==> src/rtl/final_pkg.sv <==
// -----------------------------------------------------------------------------
// final_pkg
// Shared definitions for the FINAL loader slice: datapath widths, the loader
// state encoding and a length-clamping helper.
// -----------------------------------------------------------------------------
package final_pkg;

  localparam int FINAL_RES_W    = 20;
  localparam int FINAL_ADDR_B_W = 6;
  localparam int FINAL_DATA_B_W = 32;
  localparam int FINAL_LEN_W    = 7;

  // Loader state encoding
  localparam logic [2:0] FINAL_ST_IDLE   = 3'd0;
  localparam logic [2:0] FINAL_ST_FILL   = 3'd1;
  localparam logic [2:0] FINAL_ST_FLUSH  = 3'd2;
  localparam logic [2:0] FINAL_ST_RUN    = 3'd3;
  localparam logic [2:0] FINAL_ST_REPORT = 3'd4;

  typedef enum logic [2:0] {
    ST_IDLE   = FINAL_ST_IDLE,
    ST_FILL   = FINAL_ST_FILL,
    ST_FLUSH  = FINAL_ST_FLUSH,
    ST_RUN    = FINAL_ST_RUN,
    ST_REPORT = FINAL_ST_REPORT
  } final_state_e;

  // Limit a requested word count to the port-B depth.
  function automatic logic [FINAL_LEN_W-1:0] final_clamp_len(
    input logic [FINAL_LEN_W-1:0] len,
    input logic [FINAL_LEN_W-1:0] max_len
  );
    return (len > max_len) ? max_len : len;
  endfunction

endpackage

==> src/rtl/final_byte_packer.sv <==
// -----------------------------------------------------------------------------
// final_byte_packer
// Packs a byte stream into 32-bit words, first byte in the LSB.
// Ports:
//   clk_i, rst_ni      clock, asynchronous active-low reset
//   clr_i              synchronous clear of the byte position and partial word
//   en_i               packer may accept bytes this cycle
//   in_valid_i/in_data_i/in_ready_o   byte handshake
//   word_o             packed word; meaningful while word_stb_o is high
//   word_stb_o         high in the cycle the 4th byte of a word is accepted
// The strobe and word are combinational so the consumer can register them on
// the same edge that accepts the final byte.
// -----------------------------------------------------------------------------
module final_byte_packer (
  input  logic        clk_i,
  input  logic        rst_ni,
  input  logic        clr_i,
  input  logic        en_i,
  input  logic        in_valid_i,
  input  logic [7:0]  in_data_i,
  output logic        in_ready_o,
  output logic [31:0] word_o,
  output logic        word_stb_o
);

  logic [1:0]  byte_cnt_q, byte_cnt_d;
  logic [23:0] pack_q, pack_d;
  logic        accept_s;

  assign in_ready_o = en_i;
  assign accept_s   = en_i & in_valid_i;
  // Top byte comes straight from the input so the word is complete this cycle
  assign word_o     = {in_data_i, pack_q};
  assign word_stb_o = accept_s & (byte_cnt_q == 2'd3);

  // Next byte position and partial word
  always_comb begin
    byte_cnt_d = byte_cnt_q;
    pack_d     = pack_q;
    if (clr_i) begin
      byte_cnt_d = 2'd0;
      pack_d     = 24'd0;
    end else if (accept_s) begin
      case (byte_cnt_q)
        2'd0:    pack_d[7:0]   = in_data_i;
        2'd1:    pack_d[15:8]  = in_data_i;
        2'd2:    pack_d[23:16] = in_data_i;
        default: pack_d        = pack_q;
      endcase
      byte_cnt_d = byte_cnt_q + 2'd1;
    end else begin
      byte_cnt_d = byte_cnt_q;
    end
  end

  // Packer state registers
  always_ff @(posedge clk_i or negedge rst_ni) begin
    if (!rst_ni) begin
      byte_cnt_q <= 2'd0;
      pack_q     <= 24'd0;
    end else begin
      byte_cnt_q <= byte_cnt_d;
      pack_q     <= pack_d;
    end
  end

endmodule

==> src/rtl/final_loader.sv <==
// -----------------------------------------------------------------------------
// final_loader
// Loads a byte stream as 32-bit words into SRAM port B (address 0 upward),
// starts the FINAL core with Go_t, waits for Done_t and returns Result_t on a
// valid/ready result handshake.
// Parameters: MAX_WORDS (port-B depth, <= 64), TIMEOUT_CYC (RUN cycle limit).
// Ports:
//   Clk, Rst_n                      clock, asynchronous active-low reset
//   start, len_words                load request (sampled in IDLE only)
//   in_valid, in_data, in_ready     byte input handshake
//   M_di32, M_Addr6, M_enb, M_web   registered port-B write interface
//   Go_t, Done_t, Result_t          core run control and result
//   res_valid, res_data, res_err, res_ready   result handshake
//   busy                            high whenever not IDLE
// Build option: define FINAL_LOADER_TIMEOUT_EN to abort RUN after TIMEOUT_CYC
// cycles without Done_t (result reported with res_err=1, res_data=0).
// -----------------------------------------------------------------------------
module final_loader
  import final_pkg::*;
#(
  parameter int unsigned MAX_WORDS   = 64,
  parameter int unsigned TIMEOUT_CYC = 1024
) (
  input  logic                      Clk,
  input  logic                      Rst_n,
  input  logic                      start,
  input  logic [FINAL_LEN_W-1:0]    len_words,
  input  logic                      in_valid,
  input  logic [7:0]                in_data,
  output logic                      in_ready,
  output logic [FINAL_DATA_B_W-1:0] M_di32,
  output logic [FINAL_ADDR_B_W-1:0] M_Addr6,
  output logic                      M_enb,
  output logic                      M_web,
  output logic                      Go_t,
  input  logic                      Done_t,
  input  logic [FINAL_RES_W-1:0]    Result_t,
  output logic                      res_valid,
  output logic [FINAL_RES_W-1:0]    res_data,
  output logic                      res_err,
  input  logic                      res_ready,
  output logic                      busy
);

  final_state_e              state_q, state_d;
  logic [FINAL_LEN_W-1:0]    n_q, n_d;
  logic [FINAL_LEN_W-1:0]    wcnt_q, wcnt_d;
  logic [FINAL_DATA_B_W-1:0] di_q, di_d;
  logic [FINAL_ADDR_B_W-1:0] addr_q, addr_d;
  logic                      enb_q, enb_d;
  logic                      go_q, go_d;
  logic                      rvalid_q, rvalid_d;
  logic [FINAL_RES_W-1:0]    rdata_q, rdata_d;
  logic                      rerr_q, rerr_d;

  logic                      clr_s;
  logic                      fill_s;
  logic [31:0]               word_s;
  logic                      word_stb_s;

`ifdef FINAL_LOADER_TIMEOUT_EN
  localparam int TO_W = $clog2(TIMEOUT_CYC) + 1;
  logic [TO_W-1:0] to_q, to_d;
`else
  logic unused_timeout_cfg_s;
  assign unused_timeout_cfg_s = (TIMEOUT_CYC == 32'd0);
`endif

  assign fill_s = (state_q == ST_FILL);

  final_byte_packer u_packer (
    .clk_i      (Clk),
    .rst_ni     (Rst_n),
    .clr_i      (clr_s),
    .en_i       (fill_s),
    .in_valid_i (in_valid),
    .in_data_i  (in_data),
    .in_ready_o (in_ready),
    .word_o     (word_s),
    .word_stb_o (word_stb_s)
  );

  assign M_di32    = di_q;
  assign M_Addr6   = addr_q;
  assign M_enb     = enb_q;
  assign M_web     = enb_q;  // every port-B access from this block is a write
  assign Go_t      = go_q;
  assign res_valid = rvalid_q;
  assign res_data  = rdata_q;
  assign res_err   = rerr_q;
  assign busy      = (state_q != ST_IDLE);

  // Next-state and next-output logic
  always_comb begin
    state_d  = state_q;
    n_d      = n_q;
    wcnt_d   = wcnt_q;
    di_d     = di_q;
    addr_d   = addr_q;
    enb_d    = 1'b0;
    go_d     = go_q;
    rvalid_d = rvalid_q;
    rdata_d  = rdata_q;
    rerr_d   = rerr_q;
    clr_s    = 1'b0;
`ifdef FINAL_LOADER_TIMEOUT_EN
    to_d     = to_q;
`endif
    case (state_q)
      ST_IDLE: begin
        if (start) begin
          n_d    = final_clamp_len(len_words, FINAL_LEN_W'(MAX_WORDS));
          wcnt_d = 7'd0;
          clr_s  = 1'b1;
`ifdef FINAL_LOADER_TIMEOUT_EN
          to_d   = '0;
`endif
          if (n_d == 7'd0) begin
            state_d = ST_RUN;
            go_d    = 1'b1;
          end else begin
            state_d = ST_FILL;
          end
        end else begin
          state_d = ST_IDLE;
        end
      end
      ST_FILL: begin
        if (word_stb_s) begin
          enb_d  = 1'b1;
          di_d   = word_s;
          addr_d = wcnt_q[FINAL_ADDR_B_W-1:0];
          wcnt_d = wcnt_q + 7'd1;
          // The last word's write lands in the FLUSH cycle
          if (wcnt_q == (n_q - 7'd1)) begin
            state_d = ST_FLUSH;
          end else begin
            state_d = ST_FILL;
          end
        end else begin
          state_d = ST_FILL;
        end
      end
      ST_FLUSH: begin
        state_d = ST_RUN;
        go_d    = 1'b1;
`ifdef FINAL_LOADER_TIMEOUT_EN
        to_d    = '0;
`endif
      end
      ST_RUN: begin
        // Done_t is checked first so it wins over a simultaneous expiry
        if (Done_t) begin
          rdata_d  = Result_t;
          rerr_d   = 1'b0;
          go_d     = 1'b0;
          rvalid_d = 1'b1;
          state_d  = ST_REPORT;
        end else begin
`ifdef FINAL_LOADER_TIMEOUT_EN
          if (to_q == TO_W'(TIMEOUT_CYC - 1)) begin
            rdata_d  = '0;
            rerr_d   = 1'b1;
            go_d     = 1'b0;
            rvalid_d = 1'b1;
            state_d  = ST_REPORT;
          end else begin
            to_d    = to_q + TO_W'(1);
            state_d = ST_RUN;
          end
`else
          state_d = ST_RUN;
`endif
        end
      end
      ST_REPORT: begin
        if (res_ready) begin
          rvalid_d = 1'b0;
          state_d  = ST_IDLE;
        end else begin
          state_d  = ST_REPORT;
        end
      end
      default: begin
        state_d  = ST_IDLE;
        go_d     = 1'b0;
        rvalid_d = 1'b0;
      end
    endcase
  end

  // State and output registers
  always_ff @(posedge Clk or negedge Rst_n) begin
    if (!Rst_n) begin
      state_q  <= ST_IDLE;
      n_q      <= 7'd0;
      wcnt_q   <= 7'd0;
      di_q     <= 32'd0;
      addr_q   <= 6'd0;
      enb_q    <= 1'b0;
      go_q     <= 1'b0;
      rvalid_q <= 1'b0;
      rdata_q  <= 20'd0;
      rerr_q   <= 1'b0;
    end else begin
      state_q  <= state_d;
      n_q      <= n_d;
      wcnt_q   <= wcnt_d;
      di_q     <= di_d;
      addr_q   <= addr_d;
      enb_q    <= enb_d;
      go_q     <= go_d;
      rvalid_q <= rvalid_d;
      rdata_q  <= rdata_d;
      rerr_q   <= rerr_d;
    end
  end

`ifdef FINAL_LOADER_TIMEOUT_EN
  // RUN cycle counter
  always_ff @(posedge Clk or negedge Rst_n) begin
    if (!Rst_n) begin
      to_q <= '0;
    end else begin
      to_q <= to_d;
    end
  end
`endif

endmodule
==> config.mk <==
export PLATFORM = sky130hd
export DESIGN_NAME = final_loader
export DESIGN_NICKNAME = d
export VERILOG_FILES = /design/src/rtl/final_pkg.sv /design/src/rtl/final_byte_packer.sv /design/src/rtl/final_loader.sv
export SDC_FILE = /design/constraint.sdc
export NUM_CORES = 1
export LEC_CHECK = 0
export ABC_AREA = 1
export CAP_MARGIN = 20
export CORE_MARGIN = 4
export CORE_UTILIZATION = 54
export CTS_CLUSTER_SIZE = 20
export DETAILED_ROUTE_END_ITERATION = 6
export MAX_ROUTING_LAYER = met4
export PLACE_DENSITY = 0.89
export SKIP_CTS_REPAIR_TIMING = 1
export SYNTH_ARGS = -nofsm -noshare
export SYNTH_HDL_FRONTEND = slang
export SYNTH_HIERARCHICAL = 1
export SYNTH_SLANG_ARGS = --single-unit
export TNS_END_PERCENT = 30
==> constraint.sdc <==
create_clock -name Clk -period 5.5 [get_ports Clk]
set_input_delay 0.825 -clock Clk [delete_from_list [all_inputs] [get_ports Clk]]
set_output_delay 0.825 -clock Clk [all_outputs]
set_load 0.01 [all_outputs]
Yosys cells after proc, flatten, opt, wreduce, memory -nomap -nowiden
Cells that the tools add are included.
{ "totals": {"regBits": 104, "in_bits": 41, "word_cells": 83} }
{ "op_classes": {"add_sub_neg": 3, "magnitude_cmp": 1, "eq_ne": 13, "muxes": 29, "bitwise": 4, "n_reduce_logical": 20} }
{ "op_table": {"columns": ["op", "count"], "rows": [
  ["24-bit two-way mux", 2],
  ["8-bit two-way mux", 3],
  ["7-bit two-way mux", 3],
  ["3-bit case mux with 5 select lines", 1],
  ["7-bit case mux with 2 select lines", 1],
  ["3-bit two-way mux", 4],
  ["2-bit AND reduction", 6],
  ["2-bit inequality test, second input constant", 5],
  ["2-bit nonzero test", 5],
  ["1-bit two-way mux", 9],
  ["2-bit two-way mux", 4],
  ["7-bit by 1-bit adder with 7-bit output, second input constant", 1],
  ["7-bit == test", 1],
  ["7-bit greater-than comparator, second input constant", 1],
  ["7-bit logical NOT", 1],
  ["7-bit by 1-bit subtractor with 7-bit output, second input constant", 1],
  ["3-bit by 2-bit == test with 1-bit output, second input constant", 2],
  ["3-bit AND reduction", 2],
  ["2-bit == test, second input constant", 2],
  ["1-bit case mux with 4 select lines", 1],
  ["4-bit AND reduction", 1],
  ["3-bit by 1-bit == test with 1-bit output, second input constant", 1],
  ["3-bit == test, second input constant", 1],
  ["3-bit logical NOT", 1],
  ["9 further kinds", 11]
]} }

Logic depth before layout (Yosys ltp)
{ "depth": {"word_depth": 6, "ltp_mapped": 12, "mapped_depth_nobuf": 12} }

Hierarchy
Netlist, hierarchy kept.
{ "modules_own_cells": {"columns": ["mod", "instances", "cells_each", "area_each_um2"], "rows": [
  ["final_loader", 1, 378, 3400.8],
  ["final_byte_packer", 1, 152, 1285.0]
]} }

Least setup slack after synthesis
No wires, ideal clock.
{ "synth_path": {"kind": "register to register", "startpoint": "reg state_q[1]", "endpoint": "reg wcnt_q[5]", "setup_ns": 0.071, "arrival_ns": 1.784, "t_required_ns": 5.429, "slack_ns": 3.645, "path_stages_with_launch": 12, "path_buffers": 0, "synth_period_minus_slack_ns": 1.855, "cell_sequence": "dfrtp_1 nor3_4 nand2_4 nor2_1 inv_1 nor2_4 nor2_2 nor2_2 nand2_1 nand2_1 inv_1 nor2_1"} }
{ "synth_between": {"elab_chain_cells": 5, "elab_cells_between_ends": 9, "classes_between": "3 x eq/ne; 1 x mux; 2 x bitwise; 3 x reduce/logical"} }
{ "synth_lines": {"columns": ["element", "line_no", "source"], "rows": [
  ["start, declared", "final_loader.sv:45", "final_state_e state_q, state_d;"],
  ["start signal, assigned", "final_loader.sv:206", "state_q <= state_d;"],
  ["3-bit by 1-bit == test with 1-bit output", "final_loader.sv:69", "assign fill_s = (state_q == ST_FILL);"],
  ["via fill_s", "final_loader.sv:57", "logic fill_s;"],
  ["1-bit bitwise AND", "final_byte_packer.sv:31", "assign accept_s = en_i & in_valid_i;"],
  ["1-bit bitwise AND", "final_byte_packer.sv:34", "assign word_stb_o = accept_s & (byte_cnt_q == 2'd3);"],
  ["via word_stb_s", "final_loader.sv:59", "logic word_stb_s;"],
  ["2-bit inequality test (no line)", null, null],
  ["3-bit AND reduction (no line)", null, null],
  ["end signal, assigned", "final_loader.sv:208", "wcnt_q <= wcnt_d;"],
  ["end, declared", "final_loader.sv:47", "logic [FINAL_LEN_W-1:0] wcnt_q, wcnt_d;"]
]} }
The timed path passes the listed nets, and every way through them passes these cells.
A chain may end at the register's enable or synchronous reset.

Worst setup path after layout
{ "layout_path": {"startpoint": "reg state_q[1]", "endpoint": "out in_ready"} }
{ "layout_between": {"elab_chain_cells": 1} }
{ "layout_lines": {"columns": ["element", "line_no", "source"], "rows": [
  ["3-bit by 1-bit == test with 1-bit output", "final_loader.sv:69", null],
  ["end, declared", "final_loader.sv:30", "output logic in_ready,"]
]} }
Every way passes these cells.

==> results.py <==
metrics = {
    "sta": {
        "skew_ns": 0.00587,
        "holdWs_ns": 0.426,
        "layout_min_cycle_time_ns": 2.79,
        "min_period_over_period": 0.507,
        "slew_violations": 0,
        "max_freq_mhz": 358,
        "setup-violations-final": 0,
        "fin_ws_ns": 2.71,
        "tns_ns": 0,
        "hold_viol_final": 0,
        "rsz0062_at_grt": "false",
        "relSlewSlack": 0.480,
        "tightestPinTransition_ns": 0.780,
    },
    "placed_design": {
        "io_buffers": 104,
        "placed_area_mm2": 0.00570,
        "finalWeightedCongestion": 0.941,
        "dp_hpwl_um": 7730,
        "dpl.cell_count": 716,
        "pre_cts_ws_ns": 2.42,
    },
    "floorplan": {
        "io_pins": 106,
        "die-area_mm2": 0.0102,
        "die_x_um": 101,
        "core_mm2": 0.00834,
        "initial_core_util": 0.562,
        "rows": 33,
        "die_y_um": 101,
    },
    "clocking": {
        "htree_levels": 3,
        "cts.sinks": 104,
        "clkSlewWorstSetupHoldPaths_ns": 0.10,
        "clk_path_buf_depth": 2,
        "cts_tree": "done",
        "root_buffer": "clkbuf_8",
        "clk_latency_ns": 0.36,
        "cts_made_buffers": 9,
    },
    "setup_path": {
        "worstSetupPathType": "register to output pin",
        "critical_path_arrival_ns": 1.96,
        "reg2reg_slack_ns": 2.82,
        "worstSetupEndpointType": "output pin",
        "r2r_start": "state_q[1]$_DFF_PN0_",
        "worst-path-max-fanout": 9,
        "startpoint_type": "register",
        "required_ns": 4.68,
        "r2r_cells": 11,
        "rr_endpoint": "wcnt_q[5]$_DFFE_PN0P_",
    },
    "final_layout": {
        "area_growth_pct": 25.6,
        "diodes": 0,
        "nets": 669,
        "finalInstanceArea_mm2": 0.00588,
        "instances_no_fill": 731,
        "drive_above_1_share": 0.0847,
    },
    "detailed_routing": {
        "num_vias": 3823,
        "wire_per_inst_um": 14.8,
        "drtIter0Drc": 209,
        "drtPass1Iterations": 4,
        "vias_per_cell": 5.23,
        "drc": 0,
        "finalWirelength_um": 10800,
        "antenna_left": 0,
    },
    "power_and_ir_drop": {
        "p_per_area_mw_per_mm2": 493,
        "leakage_nw": 2.96,
        "ir_drop_mv": 0.290,
    },
    "status": {
        "outcome": "completed",
    },
    "job": {
        "drv_cap": 0,
    },
    "yosys": {
        "synth_top_cell_by_area": "dfrtp_1",
        "synth_xor_area_frac": 0.00187,
        "synth_adder_area_share": 0.0160,
        "synth_flop_cell": "dfrtp_1",
        "syn-num-nets": 577,
        "synth-simple-area-share": 0.284,
        "synth_top_area_share": 0.555,
        "netlist_area_mm2": 0.00469,
        "synth.most_common_cell": "nand2_1",
        "yosysSeqAreaShare": 0.555,
        "synth-async-reset-ratio": 1.00,
        "muxShareOfSynthArea": 0.0481,
        "yosysWarningCount": 6,
        "netlist_instances": 530,
        "synth_top_family_by_area": "simple AND/OR/NAND/NOR gates",
        "synth_edf_count": 0,
        "synth_cell_types": 31,
        "synthTopCellsByArea": "dfrtp_1 (56%), nand2_1 (16%), nand3_1 (5.4%)",
        "ys_seq_elements": 104,
        "syn_area_per_cell_um2": 8.84,
        "synth_common_cells": "nand2_1 (201), dfrtp_1 (104), nand3_1 (51)",
        "synth_compound_area_frac": 0.0254,
    },
    "global_routing": {
        "antenna_found_initial": 0,
        "grt_pass1_wl_um": 17800,
        "grt_overflow_total": 0,
        "first_global_vias": 3829,
        "grt_use_total": 0.223,
        "grt_max_degree": 65,
    },
    "hold_path": {
        "min_path_type": "primary input to async pin",
    },
}
-- routing by layer --
layer | up-vias | GRT usage | share of wire
li1 | 1837 | - | -
met1 | 1830 | 0.283 | 0.43
met2 | 135 | 0.366 | 0.49
met3 | 21 | 0.0365 | 0.064
met4 | 0 | 0.0767 | 0.020
met5 | - | - | 0
-- critical path: stages (launching register included) --
cell and delay [ns]:
dfrtp_1 0.47, nor3_4 0.50, clkdlybuf4s50_1 0.64
-- registers in the layout, indices dropped and copies added, names as in the netlist, 2 cells and up --
register and flops:
M_di32 32, u_packer/pack_q 24, res_data 20, n_q 7
wcnt_q 7, M_Addr6 6, state_q 3, u_packer/byte_cnt_q 2
-- cell families after synthesis --
kind of cell	Yosys count
and+or+nand+nor	310
DFF	104
buffers and inverters	66
AOI/OAI and AO/OA	22
muxes	20
adders and majority gates	6
other	1
xor gates and xnor gates	1
-- report_power, final --
group	internal, W	switching (W)	total [W]
registers	0.00107	0.000194	0.00126
logic	0.000590	0.000606	0.00120
clock network	0.000180	0.000263	0.000443
-- stage by stage --
stage                     total power (W)  utilization
after floorplan                   0.00188            -
after CTS                         0.00292        0.705
after detailed placement          0.00247        0.684
final                             0.00290        0.705
after global placement            0.00241        0.684
after global routing              0.00311        0.705
-- worst max path at each step --
stage                               startpoint                     to  slack, ns  cells after the start
after floorplan           state_q[1]$_DFF_PN0_  wcnt_q[5]$_DFFE_PN0P_       3.64                     11
after detailed placement              in_valid  wcnt_q[5]$_DFFE_PN0P_       2.42                     11
after global placement                in_valid  wcnt_q[5]$_DFFE_PN0P_       2.55                     11
after global routing      state_q[1]$_DFF_PN0_  wcnt_q[5]$_DFFE_PN0P_       2.54                     11
after CTS                 state_q[1]$_DFF_PN0_               in_ready       2.70                      2
final                     state_q[1]$_DFF_PN0_               in_ready       2.71                      2
-- placed cells by master (no fill, tap or decap), types with 6 or more instances in the layout --
cell type	netlist	final
nand3_1	51	51
nand2_1	201	201
nor3_1	7	7
nor2_1	33	33
inv_1	39	39
clkbuf_8	0	10
o21ai_0	17	17
mux2_2	19	19
ha_1	6	6
dfrtp_1	104	104
clkdlybuf4s50_1	0	103
-- final cells by class --
type / instances / area, µm²
inverter: 42 / 163
timing repair buffer: 105 / 1050
clock buffer: 10 / 138
multi-input combinational: 360 / 1760
tap: 105 / 131
clock inverter: 5 / 41.3
fill: 637 / 2460
sequential: 104 / 2600
Power figures use the tool's default switching activity.
